### src/rtl/cmp_arbiter.sv
// Round-robin arbiter sharing one equality comparator between the branch unit (port 0)
// and the compare/set unit (port 1), with registered operands, result and grant counters.
module cmp_arbiter #(
    parameter int DATA_W = 32,
    parameter int CNT_W  = 16
) (
    input  logic              clk,
    input  logic              rst,
    input  logic              flush,
    input  logic              req0_valid,
    output logic              req0_ready,
    input  logic [DATA_W-1:0] req0_a,
    input  logic [DATA_W-1:0] req0_b,
    input  logic              req1_valid,
    output logic              req1_ready,
    input  logic [DATA_W-1:0] req1_a,
    input  logic [DATA_W-1:0] req1_b,
    output logic              resp_valid,
    output logic              resp_id,
    output logic              resp_zero,
    input  logic              resp_ready,
    output logic [DATA_W-1:0] cmp_rd1,
    output logic [DATA_W-1:0] cmp_rd2,
    input  logic              cmp_zero,
    output logic [CNT_W-1:0]  grant0_cnt,
    output logic [CNT_W-1:0]  grant1_cnt
);

    typedef enum logic [1:0] {
        S_IDLE = 2'd0,
        S_CMP  = 2'd1,
        S_RESP = 2'd2
    } state_t;

    localparam logic [CNT_W-1:0] CNT_ONE = {{(CNT_W-1){1'b0}}, 1'b1};

    state_t            state_q, state_d;
    logic              last_grant_q, last_grant_d;
    logic              id_q, id_d;
    logic [DATA_W-1:0] op_a_q, op_a_d;
    logic [DATA_W-1:0] op_b_q, op_b_d;
    logic              resp_valid_q, resp_valid_d;
    logic              resp_id_q, resp_id_d;
    logic              resp_zero_q, resp_zero_d;
    logic [CNT_W-1:0]  cnt0_q, cnt0_d;
    logic [CNT_W-1:0]  cnt1_q, cnt1_d;
    logic              grant_vld_s;
    logic              grant_s;

    // Grant selection: only in IDLE, blocked by flush/reset; ties go to the port not granted last.
    always_comb begin
        grant_vld_s = 1'b0;
        grant_s     = 1'b0;
        if ((state_q == S_IDLE) && !flush && !rst) begin
            if (req0_valid && req1_valid) begin
                grant_vld_s = 1'b1;
                grant_s     = ~last_grant_q;
            end else if (req0_valid) begin
                grant_vld_s = 1'b1;
                grant_s     = 1'b0;
            end else if (req1_valid) begin
                grant_vld_s = 1'b1;
                grant_s     = 1'b1;
            end else begin
                grant_vld_s = 1'b0;
                grant_s     = 1'b0;
            end
        end else begin
            grant_vld_s = 1'b0;
            grant_s     = 1'b0;
        end
    end

    assign req0_ready = grant_vld_s & ~grant_s;
    assign req1_ready = grant_vld_s & grant_s;

    // Next-state, operand capture, response and counter update.
    always_comb begin
        state_d      = state_q;
        last_grant_d = last_grant_q;
        id_d         = id_q;
        op_a_d       = op_a_q;
        op_b_d       = op_b_q;
        resp_valid_d = resp_valid_q;
        resp_id_d    = resp_id_q;
        resp_zero_d  = resp_zero_q;
        cnt0_d       = cnt0_q;
        cnt1_d       = cnt1_q;
        case (state_q)
            S_IDLE: begin
                if (grant_vld_s) begin
                    state_d      = S_CMP;
                    last_grant_d = grant_s;
                    id_d         = grant_s;
                    if (grant_s) begin
                        op_a_d = req1_a;
                        op_b_d = req1_b;
                        if (cnt1_q != {CNT_W{1'b1}}) begin
                            cnt1_d = cnt1_q + CNT_ONE;
                        end else begin
                            cnt1_d = cnt1_q;
                        end
                    end else begin
                        op_a_d = req0_a;
                        op_b_d = req0_b;
                        if (cnt0_q != {CNT_W{1'b1}}) begin
                            cnt0_d = cnt0_q + CNT_ONE;
                        end else begin
                            cnt0_d = cnt0_q;
                        end
                    end
                end else begin
                    state_d = S_IDLE;
                end
            end
            S_CMP: begin
                if (flush) begin
                    state_d      = S_IDLE;
                    resp_valid_d = 1'b0;
                end else begin
                    state_d      = S_RESP;
                    resp_valid_d = 1'b1;
                    resp_id_d    = id_q;
                    resp_zero_d  = cmp_zero;
                end
            end
            S_RESP: begin
                if (flush || resp_ready) begin
                    state_d      = S_IDLE;
                    resp_valid_d = 1'b0;
                end else begin
                    state_d = S_RESP;
                end
            end
            default: begin
                state_d      = S_IDLE;
                resp_valid_d = 1'b0;
            end
        endcase
    end

    // State and datapath registers with synchronous reset.
    always_ff @(posedge clk) begin
        if (rst) begin
            state_q      <= S_IDLE;
            last_grant_q <= 1'b1;
            id_q         <= 1'b0;
            op_a_q       <= '0;
            op_b_q       <= '0;
            resp_valid_q <= 1'b0;
            resp_id_q    <= 1'b0;
            resp_zero_q  <= 1'b0;
            cnt0_q       <= '0;
            cnt1_q       <= '0;
        end else begin
            state_q      <= state_d;
            last_grant_q <= last_grant_d;
            id_q         <= id_d;
            op_a_q       <= op_a_d;
            op_b_q       <= op_b_d;
            resp_valid_q <= resp_valid_d;
            resp_id_q    <= resp_id_d;
            resp_zero_q  <= resp_zero_d;
            cnt0_q       <= cnt0_d;
            cnt1_q       <= cnt1_d;
        end
    end

    assign cmp_rd1    = op_a_q;
    assign cmp_rd2    = op_b_q;
    assign resp_valid = resp_valid_q;
    assign resp_id    = resp_id_q;
    assign resp_zero  = resp_zero_q;
    assign grant0_cnt = cnt0_q;
    assign grant1_cnt = cnt1_q;

endmodule

### config.mk
export PLATFORM = sky130hd
export DESIGN_NAME = cmp_arbiter
export DESIGN_NICKNAME = d
export VERILOG_FILES = /design/src/rtl/cmp_arbiter.sv
export SDC_FILE = /design/constraint.sdc
export NUM_CORES = 1
export LEC_CHECK = 0
export BUFFER_PORTS_ARGS = -buffer_cell sky130_fd_sc_hd__buf_2
export CORE_MARGIN = 3
export CORE_UTILIZATION = 25
export DETAILED_ROUTE_END_ITERATION = 10
export PLACE_DENSITY = 0.61
export REMOVE_ABC_BUFFERS = 1
export SETUP_SLACK_MARGIN = 0.15
export SLEW_MARGIN = 20
export SYNTH_ARGS = -nofsm -noshare
export SYNTH_HDL_FRONTEND = slang
export SYNTH_SLANG_ARGS = --single-unit
### constraint.sdc
create_clock -name clk -period 2.51 [get_ports clk]
set_clock_uncertainty 0.05 [all_clocks]
set_input_delay 0.1255 -clock clk [delete_from_list [all_inputs] [get_ports clk]]
set_output_delay 0.1255 -clock clk [all_outputs]
set_load 0.01 [all_outputs]
==> impl_results.md, run 1 <==
- Core ar.: roughly 17000 µm²
- Iter 0 DRT Violations: around 530
- Post-route DRC: 0
- Drt wl/cell: roughly 16 µm
- # port buffers: approximately 240
- Accumulated negative setup slack: 0 ns
- Detailed-router iteration count before antenna repair: 8
- Synth Warn #: 0
- Clock network fraction of total power: 41.9%
- Worst endpoint data arrival time: roughly 2.1 ns
- Internal power: ~3.0 mW
- Num ports: 236
- Worst rel slew slack: between 30% and 40%
- # Max-Cap Violations: 0
- Final slew viol count: 0
- Total number of vias: between 5000 and 6000
- Synthesized cell area: between 4000 and 5000 µm²
- Actual transition at the worst max-transition pin: roughly 1 ns
- Area of placed instances: 5670 µm²
- DIE AREA: between 15000 and 20000 µm²
- CTS H-Tree Depth: 3
- Mapped Avg Cell Area: around 9.4 µm²
- Buffer cell driving the clock tree root: clkbuf_16
- Max Freq: around 0.44 GHz
- Congestion Overflow GR: 0
- Post-detailed-route count of antenna-violating nets: 0
- # diodes: 0
- Outcome: completed
- Crit path kind: input port to output pin
- TritonCTS clock tree: built
- Number of different library cells in the post-synthesis netlist: 38
- HPWL reported at the end of detailed placement: 9710 µm
- Critical-path maximum fanout: 56
- Flop pwr share: a little over two fifths
- TritonCTS Buffers: 9
- First-pass GRT wire length: ~25000 µm
- Top cells by area, synth: dfxtp_1, a222oi_1, nor2_1
- Antenna violations before repair: 0
- Pwr per Cell Area: 538 nW/µm²
- Number of setup violations in the final report: 0
- NumNets Final: about 940
- Net switching share of the total power: 23.3%
- Leakage power: between 3 and 4 nW
- Net load switching power: between 0.9 and 1 mW
- Clock tree buffer depth: 2
- Post-route clock period utilization: between 80 and 90%
- Critical Path RT: 2.33 ns
- Share of layout cells above drive strength 1: 34.2%
- RSZ-0062 raised after global routing: no
- Global Route Usage Sum: between 10% and 20%
- Pin count of the biggest net entering global routing: 59
- Synth-to-layout area growth: 71.4%
- Cell type with the largest total area after synthesis: dfxtp_1
- Area fraction of the dominant cell type after synthesis: approximately 48%
- Die boundary width: approximately 140 µm
- Number of hold violations in the final report: 0
- Final Critical Period: 2.25 ns
- CTS sink count: between 100 and 150
- Fraction of power consumed by combinational cells: around 14%
- Final Wtd Congestion: 0.780
- Hold Crit Class: input port to flop
- Peak ir drop on the vdd network: 0.000284 V
- Reg2reg setup slack: between 0.3 and 0.4 ns
- Post-detailed-route via-to-cell ratio: between 5 and 6
- Vias in the first global route: between 5000 and 6000
- Count of mapped cells out of synthesis: approximately 460
- Endpoint class of the critical path: output pin
- CTS clk-pin slew, worst paths: roughly 0.070 ns
- Site Rows: between 40 and 50
- Initial Utilization: 25.6%
- Vert. Die Dim: around 140 µm
- Crit path launch type: input port
- Post-route cell area: 7300 µm²
- Clock latency of the later-clocked register in the worst-skew pair: about 0.34 ns
- Register bit total from synthesis: between 100 and 150
- DRT Wirelength: around 16000 µm
- Share of synthesized area occupied by flip-flops and latches: 48.4%
[state kept, by name, summed over array words and instances (netlist names)]
| signal | cells |
|---|---|
| cmp_rd1 | 32 |
| grant0_cnt | 16 |
| last_grant_q | 1 |
| resp_zero | 1 |
| cmp_rd2 | 32 |
| grant1_cnt | 16 |
| id_q | 1 |
| resp_id | 1 |
| state_q | 2 |
| resp_valid | 1 |
[cell families after synthesis]
| family | count (synthesis) | synth area share (%) |
|---|---|---|
| compound gates | 119 | 23.3 |
| fa+ha+maj | 2 | 0.587 |
| buf+inv | 46 | 4.52 |
| flops | 103 | 48.4 |
| mux | 10 | 2.56 |
| simple gates | 175 | 20.6 |
[layout make-up]
type	count	area (µm²)
clock buffer	10	239
clock inverter	6	115
fill	1559	9340
tap	220	275
sequential	103	2060
inverter	7	26.3
multi-input combinational	306	2020
timing repair buffer	374	2570
[stage by stage]
stage | total power, mW | utilization (%) | setup slack, ns | hold WS [ns] | std cells
after floorplan | 1.91 | - | -0.235 | 0.145 | 416
after global placement | 2.15 | 34.1 | 0.290 | 0.315 | 883
after detailed placement | 2.14 | 34.1 | 0.241 | 0.334 | 883
after CTS | 3.97 | 43.9 | 0.180 | 0.000443 | 1026
after global routing | 4.10 | 43.9 | 0.151 | 0.0187 | 1026
final | 3.93 | 43.9 | 0.260 | 0.0147 | 1026
[power by group through the flow]
stage                     registers, mW  clock network [mW]  logic [mW]
after floorplan                    1.78                   0       0.130
after detailed placement           1.75                   0       0.389
after CTS                          1.72                1.71       0.543
after global routing               1.73                1.76       0.608
after global placement             1.76                   0       0.389
final                              1.72                1.64       0.562
[synthesized netlist by cell type]
master,number
a211oi_1,1
a21boi_0,1
a21o_1,1
a21oi_1,18
a222oi_1,64
a31oi_1,2
and2_1,2
and3_1,3
and4_1,6
buf_1,1
buf_2,13
buf_4,1
clkbuf_1,24
dfxtp_1,103
ha_1,2
inv_1,7
mux2_2,7
mux2i_1,3
nand2_1,19
nand2b_1,1
nand3_1,12
nand3b_1,2
nand4_1,11
nor2_1,79
nor2b_1,7
nor3_1,5
nor4_1,8
nor4_4,1
nor4b_1,1
nor4bb_1,1
o211a_1,1
o21ai_0,10
o21ai_1,1
o311ai_0,5
o31ai_1,11
o41ai_1,4
or3_1,7
or4_1,10
[metal layers]
layer	vias up	track usage, %	part of all wire [%]
li1	2498	-	-
met3	51	4.15	8.0
met4	0	9.35	4.0
met2	292	27.2	47
met1	2452	20.6	41
met5	-	0	0
[worst paths after layout]
kind / start / to / cells past startpoint
hold / removal: req0_a[9] / cmp_rd1[9]$_SDFFE_PP0P_ / 3
setup / recovery: flush / req0_ready / 8
hold reg to reg: last_grant_q$_SDFFE_PP1P_ / last_grant_q$_SDFFE_PP1P_ / 2
setup reg to reg: grant1_cnt[0]$_SDFFE_PP0P_ / grant1_cnt[9]$_SDFFE_PP0P_ / 6
[cells in the final DEF, fill, tap and decap left out, types with 6 or more instances in the layout]
cell type and count:
nor2_1 79, nand4_1 11, nor4_1 8, o21ai_0 10, buf_4 11, a21oi_1 18, clkbuf_16 9, nand3_1 12
and4_1 6, dlygate4sd3_1 126, or4_1 10, buf_2 234, or3_1 7, nor2b_1 7, nand2_1 18, o31ai_1 11
a222oi_1 64, dfxtp_1 103, mux2_2 7
[worst max-delay path, stage by stage]
cell           delay, ns
dlygate4sd3_1       0.53
buf_2               0.15
nor4_4              0.38
nand3_1             0.12
buf_4               0.20
inv_2               0.09
buf_12              0.23
buf_2               0.19
[repair_timing]
item,CTS,global route
pin swaps,1,1
setup endpoints to repair,1,3
hold buffers,126,0
hold endpoints to repair,66,0
resized for setup,1,1
buffers inserted,1,0
(Power assumes the default switching activity.)
==> run 2, diff against run 1 <==
CTS_BUF_LIST = sky130_fd_sc_hd__clkbuf_8   (was not set)
==> impl_results.md, run 2 (synthesis results as in run 1) <==
- Area occupied by multi-input gates: between 2000 and 2500 µm²
- Share of layout cells above drive strength 1: between 30% and 40%
- Final slew viol count: 0
- Iter 0 DRT Violations: 666
- Critical path buffer and inverter count: 5
- CTS H-Tree Depth: 3
- Post-route DRC: 0
- Post-route clock period utilization: roughly nine tenths
- # port buffers: between 200 and 250
- Die boundary width: 137 µm
- Most frequent standard cell in the layout excluding fill and tap cells: buf_2
- RSZ-0062 raised after global routing: no
- Crit Reg-Reg Endpoint: grant1_cnt[9]$_SDFFE_PP0P_
- Hold Crit Class: input port to flop
- Hold-critical path depth: 4
- Pin count of the biggest net entering global routing: between 50 and 60
- CTS sink count: 103
- Hold-critical path endpoint: state_q[1]$_SDFF_PP0_
- Number of setup violations in the final report: 0
- Stages on worst setup path: 9
- Leakage power: roughly 3.2 nW
- Clock latency of the later-clocked register in the worst-skew pair: between 0.3 and 0.4 ns
- Accumulated negative setup slack: 0 ns
- DRT Wirelength: 17000 µm
- Outcome: completed
- TritonCTS Buffers: 9
- Critical-path maximum fanout: 34
- Site Rows: between 40 and 50
- Initial Utilization: 25.6%
- Worst rel slew slack: a little under a third
- Internal power: about 2.7 mW
- Commonest cells after routing, fill and taps aside: buf_2, dlygate4sd3_1, dfxtp_1
- Antenna violations before repair: 1
- Num ports: about 240
- Reg2reg setup slack: between 0.3 and 0.4 ns
- CTS clk-pin slew, worst paths: around 0.10 ns
- Detailed-router iteration count before antenna repair: 8
- Congestion Overflow GR: 0
- Clock network fraction of total power: a little over a third
- CP Cell Sequence: dlygate4sd3_1, buf_2, nor4_4, buf_4, buf_4, o21ai_4, buf_12, a222oi_1, nor2_1
- Depth of the most critical reg-to-reg path: 6
- Flop pwr share: 47.8%
- NumNets Final: roughly 950
- HPWL reported at the end of detailed placement: between 9000 and 10000 µm
- Endpoint class of the critical path: flop
- Pwr per Cell Area: 494 nW/µm²
- Vert. Die Dim: ~140 µm
- Actual transition at the worst max-transition pin: about 1 ns
- # diodes: 0
- Fraction of power consumed by combinational cells: between 15 and 20%
- Post-detailed-route via-to-cell ratio: between 5 and 6
- Number of hold violations in the final report: 0
- Net load switching power: 0.893 mW
- Max Freq: ~0.45 GHz
- Peak ir drop on the vdd network: 0.000293 V
- Critical-path cell with the highest stage delay: dlygate4sd3_1
- Post-detailed-route count of antenna-violating nets: 0
- Final Wtd Congestion: between 0.7 and 0.8
- Core ar.: 16600 µm²
- Vias in the first global route: 5072
- First-pass GRT wire length: ~25000 µm
- Footprint of the flip-flops and latches: between 2000 and 2500 µm²
- Drt wl/cell: around 16 µm
- Crit path max-delay family: buffers and inverters
- Crit path kind: input port to flop
- Global Route Usage Sum: 16.8%
- Critical Path RT: about 2.7 ns
- CP peak stage delay: around 0.52 ns
- Slack of the critical path: 0.289 ns
- DIE AREA: between 15000 and 20000 µm²
- Total number of vias: ~5400
- Overall Power: roughly 3.6 mW
- Clock tree buffer depth: 2
- CP dominant cell by count: buf_4
- # Max-Cap Violations: 0
- Worst endpoint data arrival time: ~2.4 ns
- Final Critical Period: between 2 and 2.5 ns
- Net switching share of the total power: 24.8%
- Worst setup slack after placement: between 0.2 and 0.25 ns
- Crit path launch type: input port
- # fillers: 1557
- Min-delay src: resp_ready
- TritonCTS clock tree: built
- Synth-to-layout area growth: 71.5%
- Buffer cell driving the clock tree root: clkbuf_8
- Worst r2r src: grant1_cnt[0]$_SDFFE_PP0P_
-- run 2: worst max path at each step --
stage                              start                  endpoint  slack, ns
2_1_floorplan                 req1_valid   cmp_rd1[0]$_SDFFE_PP0P_      -0.24
6_report                           flush   cmp_rd2[2]$_SDFFE_PP0P_       0.29
4_1_cts                            flush                req0_ready       0.19
5_1_grt        last_grant_q$_SDFFE_PP1P_                req1_ready       0.15
3_5_place_dp       state_q[1]$_SDFF_PP0_   cmp_rd2[3]$_SDFFE_PP0P_       0.24
3_3_place_gp       state_q[1]$_SDFF_PP0_  cmp_rd2[26]$_SDFFE_PP0P_       0.29
-- run 2: timing repair --
action                     in CTS  in global routing
setup endpoints to repair       2                  3
hold endpoints to repair       66                  0
setup buffers                   2                  0
gates resized for setup         1                  2
pin swaps                       1                  1
hold buffers                  130                  0
cloned                          0                  2
-- run 2: power by group through the flow --
stage	logic [mW]	registers [mW]	clock network (mW)
6_report	0.580	1.72	1.30
5_1_grt	0.625	1.73	1.41
4_1_cts	0.550	1.72	1.36
3_5_place_dp	0.389	1.75	0
3_3_place_gp	0.389	1.76	0
2_1_floorplan	0.130	1.78	0
-- run 2: area by class of cell --
type                       count  area share [%]
timing repair buffer         381            36.4
sequential                   103            28.2
inverter                       7           0.394
clock inverter                 6            1.58
multi-input combinational    306            27.7
tap                          220            3.77
clock buffer                  10            1.88
-- run 2: tightest hold or removal path: cells and delay by family --
family	cells	cell delay, ns
simple gates	2	0.08
mux	1	0.12
buf+inv	1	0.08
-- run 2: stage by stage --
step                util [%]  hold slack, ns  instances  instance area [µm²]
floorplan                  -           0.145        416                 4090
global placement        34.1           0.315        883                 5670
detailed placement      34.1           0.334        883                 5670
CTS                     43.5         0.00781       1031                 7250
global route            43.9          0.0264       1033                 7300
finish                  43.9          0.0402       1033                 7300
-- run 2: metal layers --
metal / vias up / part of all wire [%] / track usage [%]
met5: - / 0 / 0
met4: 0 / 3.2 / 8.90
met3: 38 / 8.3 / 4.19
met2: 313 / 47 / 26.8
met1: 2518 / 42 / 20.8
li1: 2513 / - / -
